File: config.mk
export PLATFORM = sky130hd
export DESIGN_NAME = imm_inst_encoder_flat
export DESIGN_NICKNAME = d
export VERILOG_FILES = /design/src/rtl/imm_inst_encoder_if.sv /design/src/rtl/imm_inst_encoder.sv /design/src/flat_wrapper.sv
export SDC_FILE = /design/constraint.sdc
export NUM_CORES = 1
export LEC_CHECK = 0
export ABC_AREA = 1
export BUFFER_PORTS_ARGS = -buffer_cell sky130_fd_sc_hd__buf_4
export CAP_MARGIN = 10
export CORE_ASPECT_RATIO = 2
export CORE_MARGIN = 5
export CORE_UTILIZATION = 55
export CTS_BUF_LIST = sky130_fd_sc_hd__clkbuf_4 sky130_fd_sc_hd__clkbuf_8
export DETAILED_ROUTE_END_ITERATION = 6
export PLACE_DENSITY = 0.82
export SYNTH_ARGS = -nofsm -noshare
export SYNTH_HDL_FRONTEND = slang
export SYNTH_SLANG_ARGS = --single-unit
File: constraint.sdc
create_clock -name clk -period 1.75 [get_ports clk]
set_clock_uncertainty 0.15 [all_clocks]
set_input_delay 0.0875 -clock clk [delete_from_list [all_inputs] [get_ports clk]]
set_output_delay 0.0875 -clock clk [all_outputs]
set_load 0.02 [all_outputs]
File: src/rtl/imm_inst_encoder_if.sv
// Request/response bus of the RV32I immediate instruction encoder.
// slave  : the encoder side (accepts fields, produces the packed word).
// master : the producer/consumer side (drives fields and out_ready).
interface imm_inst_encoder_if #(
  parameter int ERR_CNT_W = 8
);
  logic                 in_valid;
  logic                 in_ready;
  logic [2:0]           in_type;
  logic [6:0]           in_opcode;
  logic [4:0]           in_rd;
  logic [2:0]           in_funct3;
  logic [4:0]           in_rs1;
  logic [4:0]           in_rs2;
  logic [6:0]           in_funct7;
  logic [31:0]          in_imm;
  logic                 out_valid;
  logic                 out_ready;
  logic [31:0]          out_inst;
  logic                 out_err;
  logic [ERR_CNT_W-1:0] err_cnt;

  modport slave (
    input  in_valid, in_type, in_opcode, in_rd, in_funct3, in_rs1, in_rs2,
           in_funct7, in_imm, out_ready,
    output in_ready, out_valid, out_inst, out_err, err_cnt
  );

  modport master (
    output in_valid, in_type, in_opcode, in_rd, in_funct3, in_rs1, in_rs2,
           in_funct7, in_imm, out_ready,
    input  in_ready, out_valid, out_inst, out_err, err_cnt
  );
endinterface

File: src/rtl/imm_inst_encoder.sv
// imm_inst_encoder: packs opcode, register/funct fields and a 32-bit immediate
// into one RV32I instruction word (inverse of the decode immediate generator).
// Two-stage valid/ready pipeline: stage 1 holds the accepted fields, stage 2
// holds the packed word. Optional macro IMM_ENC_RANGE_CHECK_EN adds the
// immediate range checker, out_err and the saturating error counter; without
// it out_err and err_cnt are constant zero.
module imm_inst_encoder #(
  parameter int ERR_CNT_W = 8
) (
  input  logic               clk,
  input  logic               rst_n,
  imm_inst_encoder_if.slave  bus
);

  localparam logic [2:0] T_R = 3'd0;
  localparam logic [2:0] T_I = 3'd1;
  localparam logic [2:0] T_S = 3'd2;
  localparam logic [2:0] T_B = 3'd3;
  localparam logic [2:0] T_U = 3'd4;
  localparam logic [2:0] T_J = 3'd5;

  // Scatter the immediate and fields into the instruction word; unused fields stay zero.
  function automatic logic [31:0] pack_inst(
    input logic [2:0]  typ,
    input logic [6:0]  op,
    input logic [4:0]  rd,
    input logic [2:0]  f3,
    input logic [4:0]  rs1,
    input logic [4:0]  rs2,
    input logic [6:0]  f7,
    input logic [31:0] imm
  );
    logic [31:0] w;
    case (typ)
      T_R:     w = {f7, rs2, rs1, f3, rd, op};
      T_I:     w = {imm[11:0], rs1, f3, rd, op};
      T_S:     w = {imm[11:5], rs2, rs1, f3, imm[4:0], op};
      T_B:     w = {imm[12], imm[10:5], rs2, rs1, f3, imm[4:1], imm[11], op};
      T_U:     w = {imm[31:12], rd, op};
      T_J:     w = {imm[20], imm[10:1], imm[11], imm[19:12], rd, op};
      default: w = 32'h0000_0000;
    endcase
    return w;
  endfunction

`ifdef IMM_ENC_RANGE_CHECK_EN
  // Sign-extension checks: a value fits N signed bits when bits [31:N-1] all agree.
  function automatic logic range_err(input logic [2:0] typ, input logic [31:0] imm);
    logic e;
    case (typ)
      T_R:      e = 1'b0;
      T_I, T_S: e = !((&imm[31:11]) || !(|imm[31:11]));
      T_B:      e = imm[0] || !((&imm[31:12]) || !(|imm[31:12]));
      T_U:      e = |imm[11:0];
      T_J:      e = imm[0] || !((&imm[31:20]) || !(|imm[31:20]));
      default:  e = 1'b1;
    endcase
    return e;
  endfunction
`endif

  logic        s1_v_q, s1_v_d;
  logic [2:0]  s1_type_q;
  logic [6:0]  s1_op_q;
  logic [4:0]  s1_rd_q;
  logic [2:0]  s1_f3_q;
  logic [4:0]  s1_rs1_q;
  logic [4:0]  s1_rs2_q;
  logic [6:0]  s1_f7_q;
  logic [31:0] s1_imm_q;
  logic        s2_v_q, s2_v_d;
  logic [31:0] out_inst_q;
  logic        in_accept;
  logic        s2_load;
  logic        s1_adv;
  logic        in_ready_c;

  // Handshake and pipeline-advance decisions; in_ready looks through a draining stage 2.
  always_comb begin
    s2_load    = s1_v_q && (!s2_v_q || bus.out_ready);
    s1_adv     = s2_load;
    in_ready_c = !s1_v_q || s1_adv;
    in_accept  = bus.in_valid && in_ready_c;
    if (in_accept) begin
      s1_v_d = 1'b1;
    end else if (s1_adv) begin
      s1_v_d = 1'b0;
    end else begin
      s1_v_d = s1_v_q;
    end
    if (s2_load) begin
      s2_v_d = 1'b1;
    end else if (bus.out_ready) begin
      s2_v_d = 1'b0;
    end else begin
      s2_v_d = s2_v_q;
    end
  end

  // Stage 1: capture the accepted request fields.
  always_ff @(posedge clk or negedge rst_n) begin
    if (!rst_n) begin
      s1_v_q    <= 1'b0;
      s1_type_q <= 3'd0;
      s1_op_q   <= 7'd0;
      s1_rd_q   <= 5'd0;
      s1_f3_q   <= 3'd0;
      s1_rs1_q  <= 5'd0;
      s1_rs2_q  <= 5'd0;
      s1_f7_q   <= 7'd0;
      s1_imm_q  <= 32'd0;
    end else begin
      s1_v_q <= s1_v_d;
      if (in_accept) begin
        s1_type_q <= bus.in_type;
        s1_op_q   <= bus.in_opcode;
        s1_rd_q   <= bus.in_rd;
        s1_f3_q   <= bus.in_funct3;
        s1_rs1_q  <= bus.in_rs1;
        s1_rs2_q  <= bus.in_rs2;
        s1_f7_q   <= bus.in_funct7;
        s1_imm_q  <= bus.in_imm;
      end
    end
  end

  // Stage 2: register the packed word; held while the consumer stalls.
  always_ff @(posedge clk or negedge rst_n) begin
    if (!rst_n) begin
      s2_v_q     <= 1'b0;
      out_inst_q <= 32'd0;
    end else begin
      s2_v_q <= s2_v_d;
      if (s2_load) begin
        out_inst_q <= pack_inst(s1_type_q, s1_op_q, s1_rd_q, s1_f3_q,
                                s1_rs1_q, s1_rs2_q, s1_f7_q, s1_imm_q);
      end
    end
  end

  assign bus.in_ready  = in_ready_c;
  assign bus.out_valid = s2_v_q;
  assign bus.out_inst  = out_inst_q;

`ifdef IMM_ENC_RANGE_CHECK_EN
  logic                 s1_err_q;
  logic                 out_err_q;
  logic [ERR_CNT_W-1:0] err_cnt_q, err_cnt_d;

  // Saturating count of delivered erroneous words.
  always_comb begin
    if (s2_v_q && bus.out_ready && out_err_q && (err_cnt_q != {ERR_CNT_W{1'b1}})) begin
      err_cnt_d = err_cnt_q + {{(ERR_CNT_W-1){1'b0}}, 1'b1};
    end else begin
      err_cnt_d = err_cnt_q;
    end
  end

  // Range-check result travels alongside the fields and the packed word.
  always_ff @(posedge clk or negedge rst_n) begin
    if (!rst_n) begin
      s1_err_q  <= 1'b0;
      out_err_q <= 1'b0;
      err_cnt_q <= {ERR_CNT_W{1'b0}};
    end else begin
      err_cnt_q <= err_cnt_d;
      if (in_accept) begin
        s1_err_q <= range_err(bus.in_type, bus.in_imm);
      end
      if (s2_load) begin
        out_err_q <= s1_err_q;
      end
    end
  end

  assign bus.out_err = out_err_q;
  assign bus.err_cnt = err_cnt_q;
`else
  assign bus.out_err = 1'b0;
  assign bus.err_cnt = {ERR_CNT_W{1'b0}};
`endif

endmodule

File: src/flat_wrapper.sv
// flat-port wrapper written by rule: the top's interface ports become plain ports
module imm_inst_encoder_flat 
#(
  parameter int ERR_CNT_W = 8
)
  (clk, rst_n, bus_in_valid, bus_in_type, bus_in_opcode, bus_in_rd, bus_in_funct3, bus_in_rs1, bus_in_rs2, bus_in_funct7, bus_in_imm, bus_out_ready, bus_in_ready, bus_out_valid, bus_out_inst, bus_out_err, bus_err_cnt);
  imm_inst_encoder_if #(.ERR_CNT_W(ERR_CNT_W)) bus_i ();
  input  logic clk;
  input  logic rst_n;
  input wire logic [$bits(bus_i.in_valid)-1:0] bus_in_valid;
  input wire logic [$bits(bus_i.in_type)-1:0] bus_in_type;
  input wire logic [$bits(bus_i.in_opcode)-1:0] bus_in_opcode;
  input wire logic [$bits(bus_i.in_rd)-1:0] bus_in_rd;
  input wire logic [$bits(bus_i.in_funct3)-1:0] bus_in_funct3;
  input wire logic [$bits(bus_i.in_rs1)-1:0] bus_in_rs1;
  input wire logic [$bits(bus_i.in_rs2)-1:0] bus_in_rs2;
  input wire logic [$bits(bus_i.in_funct7)-1:0] bus_in_funct7;
  input wire logic [$bits(bus_i.in_imm)-1:0] bus_in_imm;
  input wire logic [$bits(bus_i.out_ready)-1:0] bus_out_ready;
  output wire logic [$bits(bus_i.in_ready)-1:0] bus_in_ready;
  output wire logic [$bits(bus_i.out_valid)-1:0] bus_out_valid;
  output wire logic [$bits(bus_i.out_inst)-1:0] bus_out_inst;
  output wire logic [$bits(bus_i.out_err)-1:0] bus_out_err;
  output wire logic [$bits(bus_i.err_cnt)-1:0] bus_err_cnt;
  assign bus_i.in_valid = bus_in_valid;
  assign bus_i.in_type = bus_in_type;
  assign bus_i.in_opcode = bus_in_opcode;
  assign bus_i.in_rd = bus_in_rd;
  assign bus_i.in_funct3 = bus_in_funct3;
  assign bus_i.in_rs1 = bus_in_rs1;
  assign bus_i.in_rs2 = bus_in_rs2;
  assign bus_i.in_funct7 = bus_in_funct7;
  assign bus_i.in_imm = bus_in_imm;
  assign bus_i.out_ready = bus_out_ready;
  assign bus_in_ready = bus_i.in_ready;
  assign bus_out_valid = bus_i.out_valid;
  assign bus_out_inst = bus_i.out_inst;
  assign bus_out_err = bus_i.out_err;
  assign bus_err_cnt = bus_i.err_cnt;
  imm_inst_encoder #(.ERR_CNT_W(ERR_CNT_W)) u_core (.clk(clk), .rst_n(rst_n), .bus(bus_i));
endmodule
# After elaboration in Yosys (flattened, before gate mapping)
# Index checks and enable logic that the tools add are counted.
[word_totals]
register_bits = 101
inputBits = 71
out_inout_bits = 43
elab_cells = 30
[op_classes]
n_eq_ne = 5
n_mux = 5
n_reduce_logical = 9
[ops]
columns = ["op", "n"]
rows = [
  ["32-bit one-hot mux with 6 select lines", 1],
  ["3-bit by 2-bit == test with 1-bit output (second input constant)", 2],
  ["3-bit == test (second input constant)", 2],
  ["1-bit 2-to-1 mux", 4],
  ["2-bit nonzero test", 2],
  ["3-bit by 1-bit == test with 1-bit output (second input constant)", 1],
  ["3-bit logical NOT", 1],
  ["1-bit logical AND", 2],
  ["1-bit logical NOT", 2],
  ["1-bit logical OR", 2],
]

# Logic depth before layout (Yosys ltp)
[depth]
word_depth = 6
mapped_depth = 9
mapped_depth_nobuf = 8

# Least setup slack after synthesis
# Ideal clock, no wire load.
[synth_path]
path_kind = "reg2reg"
from = "register u_core.s2_v_q (netlist: u_core.bus.out_valid)"
to = "register u_core.s1_imm_q[23]"
setup_ps = 67
arrival_time_ps = 1223
required_time_ps = 1533
slack_ps = 309
stages_incl_launch_ff = 5
n_path_buf = 1
period_less_slack_ps = 1441
cell_sequence = "dfrtp_1 > nand3_2 > clkbuf_1 > nand3_1 > nand2_1"
[synth_between]
elab_chain_len = 5
[synth_lines]
columns = ["item", "line", "text"]
rows = [
  ["from (decl)", "imm_inst_encoder.sv:71", "logic s2_v_q, s2_v_d;"],
  ["from (signal assigned)", "imm_inst_encoder.sv:133", "s2_v_q <= s2_v_d;"],
  ["1-bit logical NOT", "imm_inst_encoder.sv:80", "s2_load = s1_v_q && (!s2_v_q || bus.out_ready);"],
  ["1-bit logical OR", "imm_inst_encoder.sv:80", ""],
  ["1-bit logical AND", "imm_inst_encoder.sv:80", ""],
  ["1-bit logical OR", "imm_inst_encoder.sv:82", "in_ready_c = !s1_v_q || s1_adv;"],
  ["via bus_in_ready", "flat_wrapper.sv:20", "output wire logic [$bits(bus_i.in_ready)-1:0] bus_in_ready;"],
  ["1-bit logical AND", "imm_inst_encoder.sv:83", "in_accept = bus.in_valid && in_ready_c;"],
  ["to (signal assigned)", "imm_inst_encoder.sv:122", "s1_imm_q <= bus.in_imm;"],
  ["to (decl)", "imm_inst_encoder.sv:70", "logic [31:0] s1_imm_q;"],
]
# The timed path passes the listed nets, and every way through them passes these cells.
# A chain may end at the register's enable or synchronous reset.

# Final worst setup path
[layout_path]
from = "input port bus_out_ready"
to = "output port bus_in_ready"
[layout_between]
elab_chain_len = 3
[layout_lines]
columns = ["item", "line", "text"]
rows = [
  ["from (decl)", "flat_wrapper.sv:19", "input wire logic [$bits(bus_i.out_ready)-1:0] bus_out_ready;"],
  ["1-bit logical OR", "imm_inst_encoder.sv:80", ""],
  ["1-bit logical AND", "imm_inst_encoder.sv:80", ""],
  ["1-bit logical OR", "imm_inst_encoder.sv:82", ""],
  ["to (decl)", "flat_wrapper.sv:20", ""],
]
# No other way between the ends.

==> results_dict.tcl <==
set metrics [dict create \
    grt-ovfl-total 0 \
    min_path_type "input pin to async pin" \
    power_density_nw_per_um2 1050 \
    path_buf_inv 5 \
    syn_avg_cell_area_um2 8.37 \
    path_clk_slew_ps 90 \
    synth_top_flop_cell "dfrtp_1" \
    antenna_found_initial 2 \
    synth_warnings 0 \
    die_height_um 138 \
    drtIter0Drc 466 \
    power.internal_mw 4.26 \
    reg2reg_slack_ps 150 \
    layout_worst_path_cycle_share_pct 98.1 \
    grt_max_degree 52 \
    yosysSeqAreaShare_pct 56.3 \
    synth_top_area_share_pct 56.3 \
    maxSlewViolCount 0 \
    p_sw_mw 2.26 \
    design_area_um2 6210 \
    synth_largest_area_cell "dfrtp_1" \
    placed_cell_area_um2 5300 \
    vias_per_cell 5.45 \
    dp.final_hpwl_um 8810 \
    fin_crit_ps 1720 \
    setup_ws_ps 32.5 \
    synth.area.top_cells "dfrtp_1, nand2_1, nand3_1, buf_4, a21oi_1" \
    critPathRequiredTime_ps 1510 \
    rows 46 \
    grt_pass1_vias 4517 \
    cts.sink_count 101 \
    leakagePower_nw 3.32 \
    core_area_um2 7940 \
    io-pin-count 114 \
    floorplan.initialDensity_pct 56.5 \
    max_stage_delay_ps 550 \
    dp.cells 716 \
    drive_gt1_share_pct 21.0 \
    cts-buffers-inserted 9 \
    synth_edf_count 0 \
    port_buffers 104 \
    syn_inst 536 \
    cts_tree "done" \
    crit_type "input pin to output pin" \
    grt_usage_pct 27.8 \
    cts_root_buf "clkbuf_8" \
    wire_per_inst_um 16.8 \
    finalWirelength_um 13500 \
    drc_errors 0 \
    syn_area_um2 4490 \
    cts_buffer_depth 2 \
    ant_nets 0 \
    cp_common_cell "buf_4" \
    post_synth_num_cell_types 27 \
    max_slew_margin_pct 66.0 \
    firstDrtPassIters 5 \
    vdd_drop_max_mv 0.789 \
    grt_pass1_wl_um 21300 \
    cp_top_family "buffers and inverters" \
    status "complete, no violations" \
    max_clock_freq_mhz 582 \
    nets 772 \
    crit_fanout 38 \
    die-area_um2 10200 \
    synth-seq-cells 101 \
    swShare_pct 34.6 \
    area_growth_syn_to_layout_pct 38.4 \
    clkPwrFrac_pct 22.6 \
    crit_path_end_kind "output pin" \
    seq_power_share_pct 48.0 \
    slowest_stage "dlygate4sd3_1" \
    die_x_um 73.9 \
    worst_slew_pin_slew_ps 510 \
    cp.depth 6 \
    ys_async_sr_fraction_pct 100 \
    cp_cell_sequence "dlygate4sd3_1, buf_4, inv_1, nand3_4, buf_12, buf_4" \
    maxCapViolCount 0 \
    reg2reg_depth 8 \
    dp_slack_ps 179 \
    cts-htree-levels 3 \
    p_comb_share_pct 29.4 \
    instances_no_fill 804 \
    clk_latency_ps 380 \
    setup_viol 0 \
    place_congestion 0.892 \
    vias 4383 \
    hold_viol 0 \
    arrival_ps 1480 \
    cp-start-kind "input pin" \
]
synth_stat cells, types with 4 or more instances:
library cell  instances
nand2_1             235
dfrtp_1             101
nand3_1              77
a21oi_1              17
nor2_1               16
buf_2                15
buf_4                15
inv_1                12
o21ai_1              10
a21o_1                4
buf_1                 4
inv_2                 4
o21ai_0               4
cell type report:
| cell class | instances | area [um2] |
|---|---|---|
| sequential | 101 | 2530 |
| fill | 500 | 1730 |
| multi-input combinational | 385 | 1680 |
| timing repair buffer | 186 | 1610 |
| clock buffer | 10 | 131 |
| tap | 96 | 120 |
| inverter | 18 | 75.1 |
| clock inverter | 6 | 63.8 |
| antenna | 2 | 5.00 |
what timing repair did:
item	4_1_cts	5_1_grt
hold buffers	70	0
resized for setup	0	4
endpoints found under the setup margin	0	4
endpoints found under the hold margin	169	0
buffers inserted	0	0
metrics by stage:
step / hold slack [ps] / power, mW / utilization [%] / setup TNS [ps]
6_report: 58.5 / 6.52 / 78.2 / 0
5_1_grt: 101 / 6.84 / 78.2 / -21.0
4_1_cts: 70.6 / 6.49 / 78.0 / 0
3_5_place_dp: -62.5 / 4.92 / 66.7 / 0
3_3_place_gp: -65.8 / 4.85 / 66.7 / 0
2_1_floorplan: -358 / 4.12 / - / 0
power by group through the flow:
stage          registers [mW]  clock network (mW)  logic (mW)
2_1_floorplan            3.29                   0       0.824
3_3_place_gp             3.14                   0        1.71
3_5_place_dp             3.16                   0        1.76
4_1_cts                  3.11                1.48        1.90
5_1_grt                  3.17                1.57        2.10
6_report                 3.13                1.47        1.92
logic make-up (layout without fill, tap and decap cells):
logic type	Yosys count	count (layout)	synth area share [%]
compound gates	39	39	5.24
buf+inv	58	220	7.14
flops	101	101	56.3
other cells	1	11	0.0836
simple gates	337	337	31.2
final timing paths:
kind / from / end
max: bus_out_ready / bus_in_ready
min: rst_n / u_core.s1_op_q[2]
max reg2reg: u_core.s1_type_q[1] / u_core.bus.out_inst[21]
min reg2reg: u_core.s1_rs1_q[3] / u_core.s1_rs1_q[3]
max in group asynchronous: rst_n / u_core.s1_imm_q[12]
min in group clk: u_core.s1_rs1_q[3] / u_core.s1_rs1_q[3]
cell usage in the layout, fill, tap and decap left out, drive strengths merged, types with 3 or more instances in the layout:
| master | count |
|---|---|
| a21o | 4 |
| conb | 9 |
| nand4 | 3 |
| dfrtp | 101 |
| o21ai | 17 |
| dlygate4sd3 | 70 |
| nor2 | 18 |
| nand2 | 237 |
| inv | 18 |
| nand3 | 78 |
| clkinv | 3 |
| buf | 116 |
| a21oi | 18 |
| clkbuf | 10 |
metal layers:
metal  up-vias  GRT usage, %  part of all wire [%]
li1       2011             -                     -
met1      2098          29.5                    34
met2       221          49.9                    55
met3        53          4.16                   5.7
met4         0          17.0                   5.3
met5         -             0                     0
registers in the layout (all words and copies together), names as in the netlist:
register / count
u_core.s1_imm_q: 32
u_core.s1_type_q: 3
u_core.s1_v_q: 1
u_core.bus.out_valid: 1
u_core.s1_op_q: 7
u_core.bus.out_inst: 32
u_core.s1_rs1_q: 5
u_core.s1_rs2_q: 5
u_core.s1_f7_q: 7
u_core.s1_f3_q: 3
u_core.s1_rd_q: 5
Note: power is estimated with default switching activity, not from simulation.
